**config.mk**
```make
export PLATFORM = sky130hd
export DESIGN_NAME = skinny_sbox_inv_layer_flat
export DESIGN_NICKNAME = d
export VERILOG_FILES = /design/src/rtl/skinny_sbox_inv_layer_if.sv /design/src/rtl/skinny_sbox_inv_layer.sv /design/src/flat_wrapper.sv
export SDC_FILE = /design/constraint.sdc
export NUM_CORES = 1
export LEC_CHECK = 0
export ABC_AREA = 1
export BUFFER_PORTS_ARGS = -buffer_cell sky130_fd_sc_hd__buf_2
export CORE_MARGIN = 2
export CORE_UTILIZATION = 40
export CTS_CLUSTER_DIAMETER = 30
export DETAILED_ROUTE_END_ITERATION = 6
export GPL_ROUTABILITY_DRIVEN = 1
export SLEW_MARGIN = 40
export SYNTH_ARGS = -nofsm -noshare
export SYNTH_HDL_FRONTEND = slang
export SYNTH_SLANG_ARGS = --single-unit
```
**constraint.sdc**
```tcl
create_clock -name clk -period 2.47 [get_ports clk]
set_input_delay 0 -clock clk [delete_from_list [all_inputs] [get_ports clk]]
set_output_delay 0 -clock clk [all_outputs]
set_load 0.1 [all_outputs]
```
**src/rtl/skinny_sbox_inv_layer_if.sv**
```systemverilog
// Valid/ready bundle for the inverse SKINNY-64 S-box layer.
// The slave side is the S-box block; the master side feeds states in and takes results out.
interface skinny_sbox_inv_layer_if;
    logic        in_valid;
    logic        in_ready;
    logic [63:0] in_state;
    logic        out_valid;
    logic        out_ready;
    logic [63:0] out_state;

    modport master (
        output in_valid,
        output in_state,
        output out_ready,
        input  in_ready,
        input  out_valid,
        input  out_state
    );

    modport slave (
        input  in_valid,
        input  in_state,
        input  out_ready,
        output in_ready,
        output out_valid,
        output out_state
    );
endinterface

```
**src/rtl/skinny_sbox_inv_layer.sv**
```systemverilog
// Inverse SKINNY-64 S-box layer: applies S4^-1 to all 16 nibbles, NIB_PER_CYC nibbles per cycle.
// Each S4^-1 lane is a flat AND/XOR/INV network so the layer can be masked gate by gate.
module skinny_sbox_inv_layer #(
    parameter int NIB_PER_CYC = 4
) (
    input  logic                   clk,
    input  logic                   rst_n,
    skinny_sbox_inv_layer_if.slave bus,
    output logic                   busy
);
    localparam int STATE_W = 64;
    localparam int NUM_GRP = 16 / NIB_PER_CYC;
    localparam int CNT_W   = (NUM_GRP > 1) ? $clog2(NUM_GRP) : 1;
    localparam logic [CNT_W-1:0] LAST_GRP = CNT_W'(NUM_GRP - 1);

    typedef enum logic [1:0] {IDLE, PROC, DONE} state_t;

    state_t             state;
    logic [STATE_W-1:0] work;
    logic [STATE_W-1:0] work_sub;
    logic [STATE_W-1:0] result;
    logic [CNT_W-1:0]   cnt;
    logic               in_ready;
    logic               out_valid;

    // Algebraic normal form of S4^-1 with input bits a3..a0 (a3 = MSB).
    function automatic logic [3:0] sbox_inv(input logic [3:0] a);
        logic [3:0] y;
        y[0] = ~(a[0] ^ a[1] ^ (a[0] & a[1])) ^ a[2] ^ (a[0] & a[2]) ^ (a[1] & a[3])
             ^ (a[0] & a[2] & a[3]) ^ (a[1] & a[2] & a[3]);
        y[1] = a[0] ^ ~(a[2] ^ a[3] ^ (a[2] & a[3]));
        y[2] = a[1] ^ ((a[0] ^ a[2]) & ~a[3]);
        y[3] = (a[0] & a[1]) ^ a[2] ^ (a[1] & a[2]) ^ a[3] ^ (a[0] & a[3]) ^ (a[1] & a[3])
             ^ (a[1] & a[2] & a[3]);
        return y;
    endfunction

    // Only the nibbles belonging to the group selected by cnt are substituted this cycle.
    for (genvar i = 0; i < 16; i++) begin : g_nib
        localparam int GRP = i / NIB_PER_CYC;
        assign work_sub[4*i +: 4] = (cnt == CNT_W'(GRP)) ? sbox_inv(work[4*i +: 4])
                                                         : work[4*i +: 4];
    end

    // result is a separate register so out_state holds after the handshake while work is reloaded.
    always_ff @(posedge clk or negedge rst_n) begin
        if (!rst_n) begin
            state     <= IDLE;
            work      <= '0;
            result    <= '0;
            cnt       <= '0;
            in_ready  <= 1'b1;
            out_valid <= 1'b0;
            busy      <= 1'b0;
        end else begin
            case (state)
                IDLE: begin
                    if (bus.in_valid && in_ready) begin
                        work     <= bus.in_state;
                        cnt      <= '0;
                        state    <= PROC;
                        in_ready <= 1'b0;
                        busy     <= 1'b1;
                    end
                end
                PROC: begin
                    work <= work_sub;
                    cnt  <= cnt + CNT_W'(1);
                    if (cnt == LAST_GRP) begin
                        result    <= work_sub;
                        state     <= DONE;
                        out_valid <= 1'b1;
                    end
                end
                DONE: begin
                    if (bus.out_ready) begin
                        state     <= IDLE;
                        out_valid <= 1'b0;
                        in_ready  <= 1'b1;
                        busy      <= 1'b0;
                    end
                end
                default: begin
                    state     <= IDLE;
                    in_ready  <= 1'b1;
                    out_valid <= 1'b0;
                    busy      <= 1'b0;
                end
            endcase
        end
    end

    assign bus.in_ready  = in_ready;
    assign bus.out_valid = out_valid;
    assign bus.out_state = result;
endmodule
```
**src/flat_wrapper.sv**
```systemverilog
// flat-port wrapper written by rule: the top's interface ports become plain ports
module skinny_sbox_inv_layer_flat 
#(
    parameter int NIB_PER_CYC = 4
)
  (clk, rst_n, busy, bus_in_valid, bus_in_state, bus_out_ready, bus_in_ready, bus_out_valid, bus_out_state);
  skinny_sbox_inv_layer_if bus_i ();
  input  logic clk;
  input  logic rst_n;
  output logic busy;
  input wire logic [$bits(bus_i.in_valid)-1:0] bus_in_valid;
  input wire logic [$bits(bus_i.in_state)-1:0] bus_in_state;
  input wire logic [$bits(bus_i.out_ready)-1:0] bus_out_ready;
  output wire logic [$bits(bus_i.in_ready)-1:0] bus_in_ready;
  output wire logic [$bits(bus_i.out_valid)-1:0] bus_out_valid;
  output wire logic [$bits(bus_i.out_state)-1:0] bus_out_state;
  assign bus_i.in_valid = bus_in_valid;
  assign bus_i.in_state = bus_in_state;
  assign bus_i.out_ready = bus_out_ready;
  assign bus_in_ready = bus_i.in_ready;
  assign bus_out_valid = bus_i.out_valid;
  assign bus_out_state = bus_i.out_state;
  skinny_sbox_inv_layer #(.NIB_PER_CYC(NIB_PER_CYC)) u_core (.clk(clk), .rst_n(rst_n), .bus(bus_i), .busy(busy));
endmodule
```
Yosys cells after proc, flatten, opt, wreduce, memory -nomap -nowiden
Index checks and enable logic that the tools add are counted.

cells by class
  bitwise logic cells = 482
  equal/unequal tests = 8
  $add $sub $neg = 1
  muxes and demuxes = 32
  reduce and logical (&&, ||, !) cells = 9

operators by type and width
  operator               count
  $xor A1 B1 Y1          288
  $and A1 B1 Y1          144
  $pmux W64 S2           1
  $mux W4                16
  $mux W64               1
  $not A1 Y1             50
  $pmux W1 S3            3
  $reduce_and A3 Y1      3
  $mux W2                4
  $eq A2 B2 Y1 const B   3
  $pmux W2 S3            1
  $mux W1                5
  $eq A2 B1 Y1 const B   2
  $logic_not A2 Y1       2
  $ne A2 B1 Y1 const B   2
  $pmux W2 S2            1
  $reduce_and A2 Y1      2
  $add A2 B1 Y2 const B  1
  $ne A2 B2 Y1 const B   1
  $reduce_bool A2 Y1     1
  $logic_and A1 B1 Y1    1

word-level totals
  output and inout bits = 67
  register bits after elaboration = 135
  bits of input ports = 68
  logic and storage cells = 539

Depth between registers and ports, before layout
  word-level depth = 10
  gate-level depth with buffers = 10
  depth with buffers taken out = 9

Least setup slack after synthesis
Ideal clock, no wire load.

  kind = reg-to-reg
  start point = register u_core.in_ready, in the netlist u_core.bus.in_ready
  end point = register u_core.work[10]
  stages on the path, launching flop included = 9
  arrival = 1,710 ps
  setup time = 127 ps
  slack = 633 ps
  path buffers = 1
  data required time = 2,343 ps
  clock period less this slack = 1,837 ps
  cells stage by stage = dfstp_2 nand2_1 nor2_4 inv_2 nand2_2 inv_2 buf_2 nand2_1 o21ai_0

between the ends
  longest elaborated chain between the ends = 3

ends and longest elaborated chain
  item                                RTL line                     source
  from (decl)                         skinny_sbox_inv_layer.sv:23  logic in_ready;
  from (signal assigned)              skinny_sbox_inv_layer.sv:52  in_ready <= 1'b1;
  from (signal assigned)              skinny_sbox_inv_layer.sv:62  in_ready <= 1'b0;
  from (signal assigned)              skinny_sbox_inv_layer.sv:79  in_ready <= 1'b1;
  $logic_and A1 B1 Y1                 skinny_sbox_inv_layer.sv:58  if (bus.in_valid && in_ready) begin
  $ne A2 B1 Y1 (no source line)       n/a
  $reduce_and A2 Y1 (no source line)  n/a
  to (signal assigned)                skinny_sbox_inv_layer.sv:59  work <= bus.in_state;
  to (signal assigned)                skinny_sbox_inv_layer.sv:67  work <= work_sub;
  to (decl)                           skinny_sbox_inv_layer.sv:19  logic [STATE_W-1:0] work;

No other way between the ends.
A chain may end at the register's enable or synchronous reset.

Final worst setup path
  start point = register u_core.cnt[0]
  end point = register u_core.result[4], in the netlist u_core.bus.out_state[4]

between the ends
  longest elaborated chain between the ends = 2
  elaborated cells on any way between the ends = 4
  those cells by class = eq/ne: 1; mux: 1; reduce/logical: 2

ends and longest elaborated chain
  item                                                                  RTL line                                                  source
  from (decl)                                                           skinny_sbox_inv_layer.sv:22                               logic [CNT_W-1:0] cnt;
  from (signal assigned)                                                skinny_sbox_inv_layer.sv:68                               cnt <= cnt + CNT_W'(1);
  $eq A2 B2 Y1 / $logic_not A2 Y1 (equally long branches)               skinny_sbox_inv_layer.sv:69, skinny_sbox_inv_layer.sv:41
  $reduce_and A2 Y1 (no source line) / $mux W4 (equally long branches)  n/a
  to (signal assigned)                                                  skinny_sbox_inv_layer.sv:70                               result <= work_sub;
  to (decl)                                                             skinny_sbox_inv_layer.sv:21                               logic [STATE_W-1:0] result;

Parallel ways exist; a longest one is shown, timed or not.

==> flow_summary.ini <==
[sta]
skew_ns = 0.00850
slew-limit-headroom_pct = 58.4
unrepaired_setup_endpoints_after_global_routing = false
timing_max_transition_violations_final = 0
period_share_pct = 79.7
setup_tns_ns = 0
period_needed_ns = 1.97
timing.fmax_mhz = 508
report.final.setup_viol = 0
worst_pin_slew_ns = 0.623
finalHoldViolCount = 0

[clock_network]
cts.clk_slew.worst_paths_ns = 0.06
clock_sinks = 135
postCtsResizedCells = 0
numCtsBuffers = 17
cts_max_level = 4
clk_latency_ns = 0.43
root_buffer = sky130_fd_sc_hd__clkbuf_16
cts.path.max_buffers = 2
postCtsHoldBufs = 66
clock_tree_from_tritoncts = done
cts.repair_timing.setup_buffer_count = 0

[layout]
multi_input_area_mm2 = 0.00437
seq_area_mm2 = 0.00338
design.final.nets = 1510
mostFrequentLayoutCells = sky130_fd_sc_hd__nand2_1 (433), sky130_fd_sc_hd__nand3_1 (155), sky130_fd_sc_hd__nor2_1 (141)
layout_commonest_cell = sky130_fd_sc_hd__nand2_1
area_growth_pct = 26.1
fillers = 2091
final_layout_size_suffix_gt1_share_pct = 14.6
antennaDiodeCount = 0

[global_routing]
grtUsageTotal_pct = 21.5
global_route_wire_length_before_repair_um = 38300
grt_max_degree = 64
overflow = 0
via_count_of_the_first_global_routing_pass = 7934
antenna_found_initial = 0

[synth]
synth_fp_nets = 1333
synth_top_flop_cell = sky130_fd_sc_hd__dfrtp_1
synth.top_cell.area_share_pct = 39.8
synth.lib_cells_used.distinct = 29
number_of_cells_produced_by_synthesis = 1245
synth.yosys.seq_area_share_pct = 40.2
synth_area_mm2 = 0.00842
synth.yosys.warnings = 0
synth-edff-count = 0
synth-seq-cells = 135
synth_largest_area_cell = sky130_fd_sc_hd__dfrtp_1
post_synth.cell_area_avg_um2 = 6.76
synthTopCellsByArea = sky130_fd_sc_hd__dfrtp_1 (40%), sky130_fd_sc_hd__nand2_1 (19%), sky130_fd_sc_hd__nand3_1 (9.2%)
async_reset_ff_share_pct = 100

[run]
maxCapViolations = 0

[floorplanning]
ioPinCount = 135
die_width_um = 149
dieHeight_um = 149
floorplan.die_area_mm2 = 0.0222
effective_utilization_at_floorplan_pct = 40.4
area_of_the_placeable_core_mm2 = 0.0208
std_cell_rows = 53

[min_path]
hold_path_class = in -> reg

[placement]
dp_hpwl_um = 15600
place.gp.congestion = 0.847
io_buffer_count = 134

[setup_path]
critPathMaxFanout = 29
critPathKind = reg -> reg
required_ns = 2.79
setup.worst_path.start_class = register
cp.arrival_ns = 2.29
critPathCaptureType = register

[route]
detail_route.drc_violations = 0
drt-vias-per-instance = 4.97
ant_nets = 0
router_iterations_before_antenna_repair = 5
first_iter_violations = 492
finalWirelength_um = 23400
route.vias.total = 8502
detail_route.wl_per_cell_um = 13.7

[outcome]
status = complete, no violations
[critical path, cell delays in order (launching register included)]
cell and delay, ns:
sky130_fd_sc_hd__dfrtp_1 0.37, sky130_fd_sc_hd__ha_1 0.23, sky130_fd_sc_hd__nand2_4 0.22, sky130_fd_sc_hd__inv_2 0.53, sky130_fd_sc_hd__buf_4 0.31, sky130_fd_sc_hd__nand3_1 0.10, sky130_fd_sc_hd__o21a_1 0.10
[worst paths after layout]
kind	startpoint	endpoint	slack, ns	depth (start not counted)
max	u_core.cnt[0]$_DFFE_PN0P_	u_core.bus.out_state[4]$_DFFE_PN0P_	0.50	6
min	bus_in_valid	u_core.busy$_DFFE_PN0P_	0.05	5
max reg2reg	u_core.cnt[0]$_DFFE_PN0P_	u_core.bus.out_state[4]$_DFFE_PN0P_	0.50	6
min reg2reg	u_core.bus.out_state[42]$_DFFE_PN0P_	u_core.bus.out_state[42]$_DFFE_PN0P_	0.48	2
max in group asynchronous	rst_n	u_core.bus.in_ready$_DFFE_PN1P_	1.64	3
min in group asynchronous	rst_n	u_core.bus.out_state[17]$_DFFE_PN0P_	0.14	2
[layer usage]
layer	up-vias	part of all wire, %	global-route usage (%)
met3	37	4.3	3.82
met5	-	0	0
li1	4334	-	-
met4	0	2.8	7.81
met1	3938	46	28.5
met2	193	47	35.5
[cell usage after synthesis, types with 5 or more instances]
cell                       count
sky130_fd_sc_hd__a21oi_1      55
sky130_fd_sc_hd__buf_2        19
sky130_fd_sc_hd__buf_4         7
sky130_fd_sc_hd__clkbuf_1     30
sky130_fd_sc_hd__dfrtp_1     134
sky130_fd_sc_hd__ha_1         20
sky130_fd_sc_hd__inv_1       101
sky130_fd_sc_hd__inv_2         5
sky130_fd_sc_hd__nand2_1     433
sky130_fd_sc_hd__nand3_1     155
sky130_fd_sc_hd__nand4_1      20
sky130_fd_sc_hd__nor2_1      141
sky130_fd_sc_hd__o21a_1       21
sky130_fd_sc_hd__o21ai_0      38
sky130_fd_sc_hd__o21ai_1      12
sky130_fd_sc_hd__o22ai_1       8
sky130_fd_sc_hd__or2_2        12
sky130_fd_sc_hd__xor2_1       12
[registers in the layout (all words and copies together) (netlist names)]
register,count
u_core.state,2
u_core.busy,1
u_core.bus.in_ready,1
u_core.cnt,2
u_core.work,64
u_core.bus.out_state,64
u_core.bus.out_valid,1
[logic make-up (layout without fill, tap and decap cells)]
kind of cell             count (synthesis)  after routing  synth area share, %
AO/OA/AOI/OAI                          139            139                 9.16
XOR/XNOR                                12             12                 1.25
multiplexers                             4              4                0.535
AND/OR/NAND/NOR                        770            770                 38.0
flip-flops                             135            135                 40.2
adder cells (fa/ha/maj)                 20             20                 2.97
buffers and inverters                  165            355                 7.95
[through the flow]
| step | worst slack [ns] | util (%) | hold WS (ns) | instances | area [um2] |
|---|---|---|---|---|---|
| floorplan | 0.633 | - | -0.296 | 1245 | 8420 |
| global placement | 0.527 | 44.9 | 0.0501 | 1612 | 9350 |
| detailed placement | 0.474 | 44.9 | 0.0512 | 1612 | 9350 |
| CTS | 0.485 | 51.0 | 0.0387 | 1710 | 10600 |
| global route | 0.331 | 51.0 | 0.0757 | 1710 | 10600 |
| finish | 0.502 | 51.0 | 0.0505 | 1710 | 10600 |
[cell type report]
type	instances	share of cell area (%)
tap	275	3.24
inverter	106	3.75
sequential	135	31.8
timing repair buffer	217	14.3
clock inverter	12	1.41
clock buffer	20	4.30
multi-input combinational	945	41.2
Power is not shown: default switching activity piles up to over one toggle a cycle in this logic, so the estimate is an artifact.
